[src/rtl/qdr_req_pkg.sv]
// qdr_req_queue shared types: FSM states, entry layout, counter width.
// Optional build feature: QDR_REQ_QUEUE_STATS_EN.
package qdr_req_pkg;

  typedef enum logic {
    WAIT_RDY = 1'b0,
    RUN      = 1'b1
  } state_t;

  localparam int OUT_W  = 8;
  localparam int WR_BIT = 0;

  // entry = {addr, data, be, wr}
  function automatic int entry_w(
    input int aw,
    input int dw,
    input int bw
  );
    return 1 + aw + 2*dw + 2*bw;
  endfunction

  localparam int ENTRY_W = entry_w(21, 18, 2);

endpackage

[src/rtl/qdr_req_queue_if.sv]
// Client request, controller user port and status bundle.
// Optional build feature: QDR_REQ_QUEUE_STATS_EN (stat_* ports).
interface qdr_req_queue_if #(
  parameter int DATA_WIDTH = 18,
  parameter int BW_WIDTH   = 2,
  parameter int ADDR_WIDTH = 21
);
  logic                    phy_rdy;
  logic                    req_valid;
  logic                    req_ready;
  logic                    req_wr;
  logic [ADDR_WIDTH-1:0]   req_addr;
  logic [2*DATA_WIDTH-1:0] req_data;
  logic [2*BW_WIDTH-1:0]   req_be;
  logic                    usr_rd_strb;
  logic                    usr_wr_strb;
  logic [ADDR_WIDTH-1:0]   usr_addr;
  logic [2*DATA_WIDTH-1:0] usr_wr_data;
  logic [2*BW_WIDTH-1:0]   usr_wr_be;
  logic [2*DATA_WIDTH-1:0] usr_rd_data;
  logic                    usr_rd_dvld;
  logic                    rsp_valid;
  logic [2*DATA_WIDTH-1:0] rsp_data;
  logic [7:0]              rd_outstanding;
  logic                    err_underflow;
  logic [31:0]             stat_rd_count;
  logic [31:0]             stat_wr_count;

  modport master (
    output phy_rdy, req_valid, req_wr,
    output req_addr, req_data, req_be,
    output usr_rd_data, usr_rd_dvld,
    input  req_ready, usr_rd_strb, usr_wr_strb,
    input  usr_addr, usr_wr_data, usr_wr_be,
    input  rsp_valid, rsp_data, rd_outstanding,
    input  err_underflow,
    input  stat_rd_count, stat_wr_count
  );

  modport slave (
    input  phy_rdy, req_valid, req_wr,
    input  req_addr, req_data, req_be,
    input  usr_rd_data, usr_rd_dvld,
    output req_ready, usr_rd_strb, usr_wr_strb,
    output usr_addr, usr_wr_data, usr_wr_be,
    output rsp_valid, rsp_data, rd_outstanding,
    output err_underflow,
    output stat_rd_count, stat_wr_count
  );
endinterface

[src/rtl/qdr_req_fifo.sv]
// First-word-fall-through synchronous FIFO, async active-high reset.
// Used by qdr_req_queue (feature macro QDR_REQ_QUEUE_STATS_EN unused here).
module qdr_req_fifo #(
  parameter int WIDTH = 8,
  parameter int DEPTH = 8
) (
  input  logic             clk,
  input  logic             rst,
  input  logic             push,
  input  logic [WIDTH-1:0] din,
  input  logic             pop,
  output logic [WIDTH-1:0] dout,
  output logic             full,
  output logic             empty
);
  localparam int AW = $clog2(DEPTH);
  localparam logic [AW:0] ONE = {{AW{1'b0}}, 1'b1};

  logic [WIDTH-1:0] mem [DEPTH];
  logic [AW:0]      wp;
  logic [AW:0]      rp;

  assign empty = (wp == rp);
  assign full  = (wp[AW] != rp[AW]) &&
                 (wp[AW-1:0] == rp[AW-1:0]);
  assign dout  = mem[rp[AW-1:0]];

  always_ff @(posedge clk) begin
    if (push && !full)
      mem[wp[AW-1:0]] <= din;
  end

  always_ff @(posedge clk or posedge rst) begin
    if (rst) begin
      wp <= '0;
      rp <= '0;
    end else begin
      if (push && !full)
        wp <= wp + ONE;
      if (pop && !empty)
        rp <= rp + ONE;
    end
  end
endmodule

[src/rtl/qdr_req_queue.sv]
// QDR request queue: command FIFO, gated issue, read tracking.
// Define QDR_REQ_QUEUE_STATS_EN to build the issued-command counters.
module qdr_req_queue
  import qdr_req_pkg::*;
#(
  parameter int DATA_WIDTH = 18,
  parameter int BW_WIDTH   = 2,
  parameter int ADDR_WIDTH = 21,
  parameter int FIFO_DEPTH = 8,
  parameter int MAX_RD_OUT = 15
) (
  input logic            clk0,
  input logic            reset,
  qdr_req_queue_if.slave bus
);
  localparam int EW = entry_w(ADDR_WIDTH, DATA_WIDTH, BW_WIDTH);
  localparam logic [OUT_W-1:0] MAX_OUT = OUT_W'(MAX_RD_OUT);

  state_t           state;
  state_t           state_nx;
  logic [EW-1:0]    din;
  logic [EW-1:0]    head;
  logic             full;
  logic             empty;
  logic             push;
  logic             pop;
  logic             head_wr;
  logic             rd_issue;
  logic [OUT_W-1:0] rd_out;

  assign bus.req_ready      = !reset && !full;
  assign push               = bus.req_valid && bus.req_ready;
  assign din                = {bus.req_addr, bus.req_data,
                               bus.req_be, bus.req_wr};
  assign head_wr            = head[WR_BIT];
  assign rd_issue           = pop && !head_wr;
  assign bus.rd_outstanding = rd_out;

  qdr_req_fifo #(
    .WIDTH (EW),
    .DEPTH (FIFO_DEPTH)
  ) u_fifo (
    .clk   (clk0),
    .rst   (reset),
    .push  (push),
    .din   (din),
    .pop   (pop),
    .dout  (head),
    .full  (full),
    .empty (empty)
  );

  // a blocked read at the head also holds back later writes
  always_comb begin
    state_nx = state;
    pop      = 1'b0;
    unique case (state)
      WAIT_RDY: begin
        if (bus.phy_rdy)
          state_nx = RUN;
      end
      RUN: begin
        if (!bus.phy_rdy)
          state_nx = WAIT_RDY;
        else
          pop = !empty && (head_wr || rd_out < MAX_OUT);
      end
      default: state_nx = WAIT_RDY;
    endcase
  end

  always_ff @(posedge clk0 or posedge reset) begin
    if (reset) begin
      state             <= WAIT_RDY;
      bus.usr_rd_strb   <= 1'b0;
      bus.usr_wr_strb   <= 1'b0;
      bus.usr_addr      <= '0;
      bus.usr_wr_data   <= '0;
      bus.usr_wr_be     <= '0;
      bus.rsp_valid     <= 1'b0;
      bus.rsp_data      <= '0;
      bus.err_underflow <= 1'b0;
      rd_out            <= '0;
    end else begin
      state           <= state_nx;
      bus.usr_rd_strb <= rd_issue;
      bus.usr_wr_strb <= pop && head_wr;
      if (pop) begin
        bus.usr_addr    <= head[EW-1 -: ADDR_WIDTH];
        bus.usr_wr_data <= head[2*BW_WIDTH+1 +: 2*DATA_WIDTH];
        bus.usr_wr_be   <= head[1 +: 2*BW_WIDTH];
      end
      bus.rsp_valid <= bus.usr_rd_dvld;
      bus.rsp_data  <= bus.usr_rd_data;
      unique case ({rd_issue, bus.usr_rd_dvld})
        2'b10: rd_out <= rd_out + 8'd1;
        2'b01: begin
          if (rd_out == '0)
            bus.err_underflow <= 1'b1;
          else
            rd_out <= rd_out - 8'd1;
        end
        default: ;
      endcase
    end
  end

`ifdef QDR_REQ_QUEUE_STATS_EN
  logic [31:0] rd_cnt;
  logic [31:0] wr_cnt;

  always_ff @(posedge clk0 or posedge reset) begin
    if (reset) begin
      rd_cnt <= '0;
      wr_cnt <= '0;
    end else begin
      if (rd_issue)
        rd_cnt <= rd_cnt + 32'd1;
      if (pop && head_wr)
        wr_cnt <= wr_cnt + 32'd1;
    end
  end

  assign bus.stat_rd_count = rd_cnt;
  assign bus.stat_wr_count = wr_cnt;
`else
  assign bus.stat_rd_count = '0;
  assign bus.stat_wr_count = '0;
`endif
endmodule

[src/flat_wrapper.sv]
// flat-port wrapper written by rule: the top's interface ports become plain ports
module qdr_req_queue_flat import qdr_req_pkg::*;
#(
  parameter int DATA_WIDTH = 18,
  parameter int BW_WIDTH   = 2,
  parameter int ADDR_WIDTH = 21,
  parameter int FIFO_DEPTH = 8,
  parameter int MAX_RD_OUT = 15
)
  (clk0, reset, bus_phy_rdy, bus_req_valid, bus_req_wr, bus_req_addr, bus_req_data, bus_req_be, bus_usr_rd_data, bus_usr_rd_dvld, bus_req_ready, bus_usr_rd_strb, bus_usr_wr_strb, bus_usr_addr, bus_usr_wr_data, bus_usr_wr_be, bus_rsp_valid, bus_rsp_data, bus_rd_outstanding, bus_err_underflow, bus_stat_rd_count, bus_stat_wr_count);
  qdr_req_queue_if #(.DATA_WIDTH(DATA_WIDTH), .BW_WIDTH(BW_WIDTH), .ADDR_WIDTH(ADDR_WIDTH)) bus_i ();
  input logic clk0;
  input logic reset;
  input wire logic [$bits(bus_i.phy_rdy)-1:0] bus_phy_rdy;
  input wire logic [$bits(bus_i.req_valid)-1:0] bus_req_valid;
  input wire logic [$bits(bus_i.req_wr)-1:0] bus_req_wr;
  input wire logic [$bits(bus_i.req_addr)-1:0] bus_req_addr;
  input wire logic [$bits(bus_i.req_data)-1:0] bus_req_data;
  input wire logic [$bits(bus_i.req_be)-1:0] bus_req_be;
  input wire logic [$bits(bus_i.usr_rd_data)-1:0] bus_usr_rd_data;
  input wire logic [$bits(bus_i.usr_rd_dvld)-1:0] bus_usr_rd_dvld;
  output wire logic [$bits(bus_i.req_ready)-1:0] bus_req_ready;
  output wire logic [$bits(bus_i.usr_rd_strb)-1:0] bus_usr_rd_strb;
  output wire logic [$bits(bus_i.usr_wr_strb)-1:0] bus_usr_wr_strb;
  output wire logic [$bits(bus_i.usr_addr)-1:0] bus_usr_addr;
  output wire logic [$bits(bus_i.usr_wr_data)-1:0] bus_usr_wr_data;
  output wire logic [$bits(bus_i.usr_wr_be)-1:0] bus_usr_wr_be;
  output wire logic [$bits(bus_i.rsp_valid)-1:0] bus_rsp_valid;
  output wire logic [$bits(bus_i.rsp_data)-1:0] bus_rsp_data;
  output wire logic [$bits(bus_i.rd_outstanding)-1:0] bus_rd_outstanding;
  output wire logic [$bits(bus_i.err_underflow)-1:0] bus_err_underflow;
  output wire logic [$bits(bus_i.stat_rd_count)-1:0] bus_stat_rd_count;
  output wire logic [$bits(bus_i.stat_wr_count)-1:0] bus_stat_wr_count;
  assign bus_i.phy_rdy = bus_phy_rdy;
  assign bus_i.req_valid = bus_req_valid;
  assign bus_i.req_wr = bus_req_wr;
  assign bus_i.req_addr = bus_req_addr;
  assign bus_i.req_data = bus_req_data;
  assign bus_i.req_be = bus_req_be;
  assign bus_i.usr_rd_data = bus_usr_rd_data;
  assign bus_i.usr_rd_dvld = bus_usr_rd_dvld;
  assign bus_req_ready = bus_i.req_ready;
  assign bus_usr_rd_strb = bus_i.usr_rd_strb;
  assign bus_usr_wr_strb = bus_i.usr_wr_strb;
  assign bus_usr_addr = bus_i.usr_addr;
  assign bus_usr_wr_data = bus_i.usr_wr_data;
  assign bus_usr_wr_be = bus_i.usr_wr_be;
  assign bus_rsp_valid = bus_i.rsp_valid;
  assign bus_rsp_data = bus_i.rsp_data;
  assign bus_rd_outstanding = bus_i.rd_outstanding;
  assign bus_err_underflow = bus_i.err_underflow;
  assign bus_stat_rd_count = bus_i.stat_rd_count;
  assign bus_stat_wr_count = bus_i.stat_wr_count;
  qdr_req_queue #(.DATA_WIDTH(DATA_WIDTH), .BW_WIDTH(BW_WIDTH), .ADDR_WIDTH(ADDR_WIDTH), .FIFO_DEPTH(FIFO_DEPTH), .MAX_RD_OUT(MAX_RD_OUT)) u_core (.clk0(clk0), .reset(reset), .bus(bus_i));
endmodule
[config.mk]
export PLATFORM = sky130hd
export DESIGN_NAME = qdr_req_queue_flat
export DESIGN_NICKNAME = d
export VERILOG_FILES = /design/src/rtl/qdr_req_pkg.sv /design/src/rtl/qdr_req_queue_if.sv /design/src/rtl/qdr_req_fifo.sv /design/src/rtl/qdr_req_queue.sv /design/src/flat_wrapper.sv
export SDC_FILE = /design/constraint.sdc
export NUM_CORES = 1
export LEC_CHECK = 0
export BUFFER_PORTS_ARGS = -buffer_cell sky130_fd_sc_hd__buf_2
export CAP_MARGIN = 0
export CORE_MARGIN = 2
export CORE_UTILIZATION = 50
export CTS_BUF_LIST = sky130_fd_sc_hd__clkbuf_8
export DETAILED_ROUTE_END_ITERATION = 8
export MAX_ROUTING_LAYER = met4
export PLACE_DENSITY = 0.7
export RECOVER_POWER = 25
export REMOVE_ABC_BUFFERS = 1
export SETUP_SLACK_MARGIN = 0.02
export SYNTH_ARGS = -nofsm -noshare
export SYNTH_HDL_FRONTEND = slang
export SYNTH_SLANG_ARGS = --single-unit
[constraint.sdc]
create_clock -name clk0 -period 23.3 [get_ports clk0]
set_input_delay 2.33 -clock clk0 [delete_from_list [all_inputs] [get_ports clk0]]
set_output_delay 2.33 -clock clk0 [all_outputs]
set_load 0.05 [all_outputs]
Word-level counts from Yosys, hierarchy flattened
Memories as Yosys holds them, arrays and structs flattened.
Cells that the tools add are included.
{"block": "classes", "add_sub_neg": 4, "mul": 0, "n_div": 0, "magnitude_cmp": 1, "n_eq_ne": 6, "shifts": 0, "n_mux": 7, "bitwise_logic": 0, "n_reduce_logical": 17}
{"op": "8-bit case mux with 2 select lines", "count": 1}
{"op": "4-bit by 1-bit adder with 4-bit output, second input constant", "count": 2}
{"op": "8-bit by 1-bit adder with 8-bit output, second input constant", "count": 1}
{"op": "1-bit logical AND", "count": 8}
{"op": "8-bit logical NOT", "count": 1}
{"op": "8-bit by 4-bit < comparator with 1-bit output, second input constant", "count": 1}
{"op": "8-bit two-way mux", "count": 1}
{"op": "8-bit by 1-bit subtractor with 8-bit output, second input constant", "count": 1}
{"op": "1-bit two-way mux", "count": 5}
{"op": "4-bit == test", "count": 1}
{"op": "1-bit logical NOT", "count": 4}
{"op": "2-bit AND reduction", "count": 2}
{"op": "3-bit == test", "count": 1}
{"op": "2-bit by 1-bit == test with 1-bit output, second input constant", "count": 1}
{"op": "2-bit == test, second input constant", "count": 1}
{"op": "2-bit != test, second input constant", "count": 1}
{"op": "2-bit nonzero test", "count": 1}
{"op": "1-bit logical OR", "count": 1}
{"op": "1-bit != test", "count": 1}
{"block": "word_totals", "register_bits": 118, "latch_bits": 0, "ramBits": 496, "rom_bits": 0, "inputBits": 103, "out_inout_bits": 174, "word_cells": 48, "memories": 1}
{"memory": "u_core.u_fifo.mem", "depth": 8, "word_bits": 62, "rd": 1, "rd_clocked_by_memory_dff": 0, "write_ports": 1, "line": "qdr_req_fifo.sv:19", "rtl": "logic [WIDTH-1:0] mem [DEPTH];"}

Depth between registers and ports, before layout
{"block": "depth", "depth_word": 9, "depth_mapped": 11, "mapped_depth_nobuf": 10}

Hierarchy
From an unflattened synthesis, not the netlist that was laid out.
{"block": "unflattened", "hier_cells": 1085, "area_unflattened_um2": 23710.2}
{"module": "qdr_req_fifo", "instances": 1, "cells_per_inst": 776, "area_per_inst_um2": 19210.9, "seq_area_each_um2": 15094.5}
{"module": "qdr_req_queue", "instances": 1, "cells_per_inst": 309, "area_per_inst_um2": 4499.3, "seq_area_each_um2": 2752.6}

Worst setup path after synthesis
Ideal clock, no wire load.
{"block": "synth_path", "path_kind": "input -> register", "startpoint": "input reset", "endpoint": "memory u_core.u_fifo.mem[0][0] (netlist bit), enable pin", "setup_ns": 0.638, "arrival_time_ns": 9.518, "t_required_ns": 22.662, "path_slack_ns": 13.144, "stages": 3, "n_path_buf": 0, "path_cell_list": "a41oi_1 > nand2_1 > nor4_1"}
{"block": "synth_via", "elab_chain_cells": 6}
{"element": "from (decl)", "line": "flat_wrapper.sv:13", "rtl": "input logic reset;"}
{"element": "1-bit logical NOT (no line)"}
{"element": "1-bit logical AND", "line": "qdr_req_queue.sv:31", "rtl": "assign bus.req_ready = !reset && !full;"}
{"element": "1-bit logical AND", "line": "qdr_req_queue.sv:32", "rtl": "assign push = bus.req_valid && bus.req_ready;"}
{"element": "1-bit logical AND", "line": "qdr_req_fifo.sv:29", "rtl": "if (push && !full)"}
{"element": "1-bit two-way mux", "line": "qdr_req_fifo.sv:29"}
{"element": "1-bit two-way mux (implied by the code)", "line": "qdr_req_fifo.sv:30", "rtl": "mem[wp[AW-1:0]] <= din;"}
{"element": "to (decl)", "line": "qdr_req_fifo.sv:19"}
No other way between the ends.

Worst setup path in the final report
{"block": "layout_path", "startpoint": "input reset", "endpoint": "output bus_req_ready"}
{"block": "layout_via", "elab_chain_cells": 2}
{"element": "1-bit logical NOT (no line)"}
{"element": "1-bit logical AND", "line": "qdr_req_queue.sv:31"}
{"element": "to (decl)", "line": "flat_wrapper.sv:22", "rtl": "output wire logic [$bits(bus_i.req_ready)-1:0] bus_req_ready;"}
No other way between the ends.

==> summary.txt <==
Drt
  – Routed len/inst: 21.8 um
  – Mean number of vias per cell: 5.34
  – Post-route antenna net violation count: 0
  – First DRT Iteration DRCs: 667
  – Post-route DRC violation count: 0
  – Number of iterations in the first detailed-routing pass: 5
  – Vias: 11,300
  – DRT Wirelength: 46,000 um

Setup path
  – Signal arrival time at the worst endpoint: 3040 ps
  – Critical Path RT: 20,970 ps
  – Family with the most delay on the worst path: buffers and inverters
  – Worst path most repeated cell: sky130_fd_sc_hd__buf_2
  – Worst setup path category: input pin to output pin
  – Crit start category: input pin
  – Delay of the slowest cell on the worst path: 320 ps
  – Crit path buffers/inverters: 2
  – Cells along the critical path: buf_2 -> a41oi_1 -> buf_2
  – Slowest-stage cell, CP: sky130_fd_sc_hd__buf_2
  – Category of the worst setup path capture point: output pin
  – Maximum fanout count along the critical path: 3

Timing
  – Final count of negative-setup-slack endpoints: 0
  – Max Clock Skew: 19.8 ps
  – Number of slew-limit violations in the final report: 0
  – Fin. Hold Viols: 0
  – Worst slew pin tran: 1090 ps
  – Total negative slack: 0 ps
  – Fmax: 186 MHz
  – Period Utilization, post-route: 23.0%
  – Rel. slew slack: 27.4%
  – RSZ-0062 raised after global routing: false
  – Final critical path time including I/O delays and setup: 5370 ps

Floorplan
  – Floorplan die width: 220 um
  – Vert. Die Dim: 220 um
  – DIE AREA: 0.0482 mm^2
  – Top Ports: 277
  – CORE AREA: 0.0456 mm^2
  – Core Rows: 78
  – Initial core utilization: 51.0%

Clock tree
  – Cells resized by post-CTS repair: 0
  – Clock sink count: 614
  – Insertion delay of the later-clocked pin in the worst-skew pair: 670 ps
  – Number of buffers added by the clock tree synthesis step: 99
  – Clock tree from TritonCTS: yes
  – Clk root buf: sky130_fd_sc_hd__clkbuf_8
  – Hold bufs inserted after CTS: 0
  – Total setup buffers inserted after CTS: 0
  – Maximum root-to-sink buffer count: 3
  – Clock Pin Slew Worst Setup and Hold Paths: 50 ps
  – CTS HTree Levels: 3

Logic synthesis
  – Sequential area share after synthesis: 76.8%
  – Yosys cell types: 41
  – YS warnings: 0
  – Number of enable-type register cells in the synthesized netlist: 496
  – Average instance area after synthesis: 20.4 um^2
  – FFs w/ async S/R, synth: 19.2%
  – Post-Syn Instances: 1,137
  – Post-synthesis instance area: 0.0232 mm^2
  – Dominant synthesized flop cell: sky130_fd_sc_hd__edfxtp_1
  – Synthesized flop and latch total: 614

Finish
  – Fraction of layout instances using a drive strength above 1: 30.5%
  – Leading cell type in the layout, fill and taps excluded: sky130_fd_sc_hd__edfxtp_1
  – Most frequent cells in the layout: sky130_fd_sc_hd__edfxtp_1, sky130_fd_sc_hd__buf_2, sky130_fd_sc_hd__mux4_2
  – Final-layout fill cell count: 3,395
  – Core utilization of the finished layout: 58.5%
  – Area added between synthesis and finish: 14.8%
  – Number of nets in the layout: 1,528

Power
  – Worst-case vdd ir drop: 79.8 uV
  – Leakage dissipation: 0.00952 uW
  – Net Sw Power: 1140 uW
  – Sw frac: 34.3%
  – PwrDens: 124 mW/mm^2
  – Clock network fraction of total power: 26.3%
  – Cell-internal power: 2180 uW
  – Gate power share: 29.6%
  – Power share of the sequential group: 44.2%

Global routing
  – Pin count of the biggest net entering global routing: 88
  – Antenna violations before repair: 8
  – GR Overflow Total: 0
  – Global-route wire length before repair: 68,800 um
  – Vias in the first global route: 11,700
  – Overall Global Routing Usage: 20.1%

Placed design
  – I/O Buffers: 212
  – Placer Congestion: 0.735
  – Placed wire-length estimate after detailed placement: 25,100 um

Run
  – MaxCap Viol Count: 0

Outcome
  – Result of the run: complete, no violations

Min path
  – Classification of the worst-slack hold path: register to register
==> power by group through the flow <==
stage / registers (uW) / logic (uW) / clock network (uW)
6_report: 1470 / 981 / 871
5_1_grt: 1480 / 1050 / 946
4_1_cts: 1470 / 1000 / 895
3_5_place_dp: 1490 / 998 / 0
3_3_place_gp: 1480 / 981 / 0
2_1_floorplan: 1730 / 568 / 0
==> kinds of logic (layout without fill, tap and decap cells) <==
kind of cell / after synthesis / after routing / share of synthesized area [%]
buf+inv: 121 / 422 / 3.11
other cells: 1 / 72 / 0.0161
simple gates: 104 / 104 / 1.94
xor+xnor: 17 / 17 / 0.641
compound gates: 78 / 78 / 1.84
flops: 614 / 614 / 76.8
fa+ha+maj: 9 / 9 / 0.517
mux: 193 / 193 / 15.1
==> per-layer routing <==
layer | wire length (um) | global-route usage, %
met4 | 788 | 6.91
met2 | 22800 | 32.2
met5 | 0 | -
met1 | 19400 | 25.6
met3 | 3000 | 4.60
==> cell type report <==
type	instances	area [um^2]	area share, %
Multi-Input combinational cell	465	4950	18.6
Sequential cell	614	17900	67.0
Clock inverter	74	375	1.41
Inverter	5	25.0	0.0939
Timing Repair Buffer	231	1140	4.27
Tap cell	600	751	2.82
Antenna cell	8	20.0	0.0751
Clock buffer	112	1540	5.78
==> per-stage QoR <==
step	setup slack [ps]	instance area (um^2)	instances	power, uW	hold slack (ps)
2_1_floorplan	10190	22800	1084	2300	498
3_3_place_gp	17970	24800	1915	2470	444
3_5_place_dp	17950	24800	1915	2490	452
4_1_cts	17940	26700	2101	3360	468
5_1_grt	17920	26700	2109	3480	505
6_report	17930	26700	2109	3320	465
==> registers in the layout, summed over array words and instances (netlist names) <==
register	flops
u_core.bus.err_underflow	1
u_core.bus.rd_outstanding	8
u_core.bus.rsp_data	36
u_core.bus.rsp_valid	1
u_core.bus.usr_addr	21
u_core.bus.usr_rd_strb	1
u_core.bus.usr_wr_be	4
u_core.bus.usr_wr_data	36
u_core.bus.usr_wr_strb	1
u_core.state	1
u_core.u_fifo.mem	496
u_core.u_fifo.rp	4
u_core.u_fifo.wp	4
==> worst reg2reg max path, delay by kind of cell, from the launching register on <==
| kind | cells | cell delay (ps) |
|---|---|---|
| XOR/XNOR | 1 | 120 |
| flip-flops | 1 | 1080 |
| AND/OR/NAND/NOR | 2 | 440 |
| multiplexers | 3 | 1340 |
| adder cells (fa/ha/maj) | 1 | 310 |
| AO/OA/AOI/OAI | 3 | 700 |
==> synthesized netlist by cell type (all sizes together) (3+ instances only) <==
cell type    n  share of area, %
edfxtp     496                64
mux4       124                12
dfrtp      118                13
buf         86               2.5
nor2        68               1.1
a21oi       64               1.4
mux2i       62               2.7
clkbuf      30              0.48
xnor2       13              0.49
nand2       10              0.16
ha           8              0.43
nor3         8              0.17
mux2         7              0.40
inv          5             0.081
nand3        5              0.11
xor2         4              0.15
o21ai        3             0.065
or4          3              0.11
==> worst paths after layout <==
check | depth (start not counted) | endpoint | slack (ps) | from
worst max-delay path | 3 | bus_req_ready | 17930 | reset
worst min-delay path | 1 | u_core.bus.err_underflow | 460 | u_core.bus.err_underflow
worst max register to register | 10 | u_core.bus.rd_outstanding[7] | 19180 | u_core.u_fifo.rp[1]
worst min register to register | 1 | u_core.bus.err_underflow | 460 | u_core.bus.err_underflow
max in group asynchronous | 3 | u_core.bus.usr_wr_data[31] | 20280 | reset
min in group asynchronous | 2 | u_core.bus.rsp_data[23] | 1800 | reset
No activity file was read; power rests on OpenSTA's default activity.
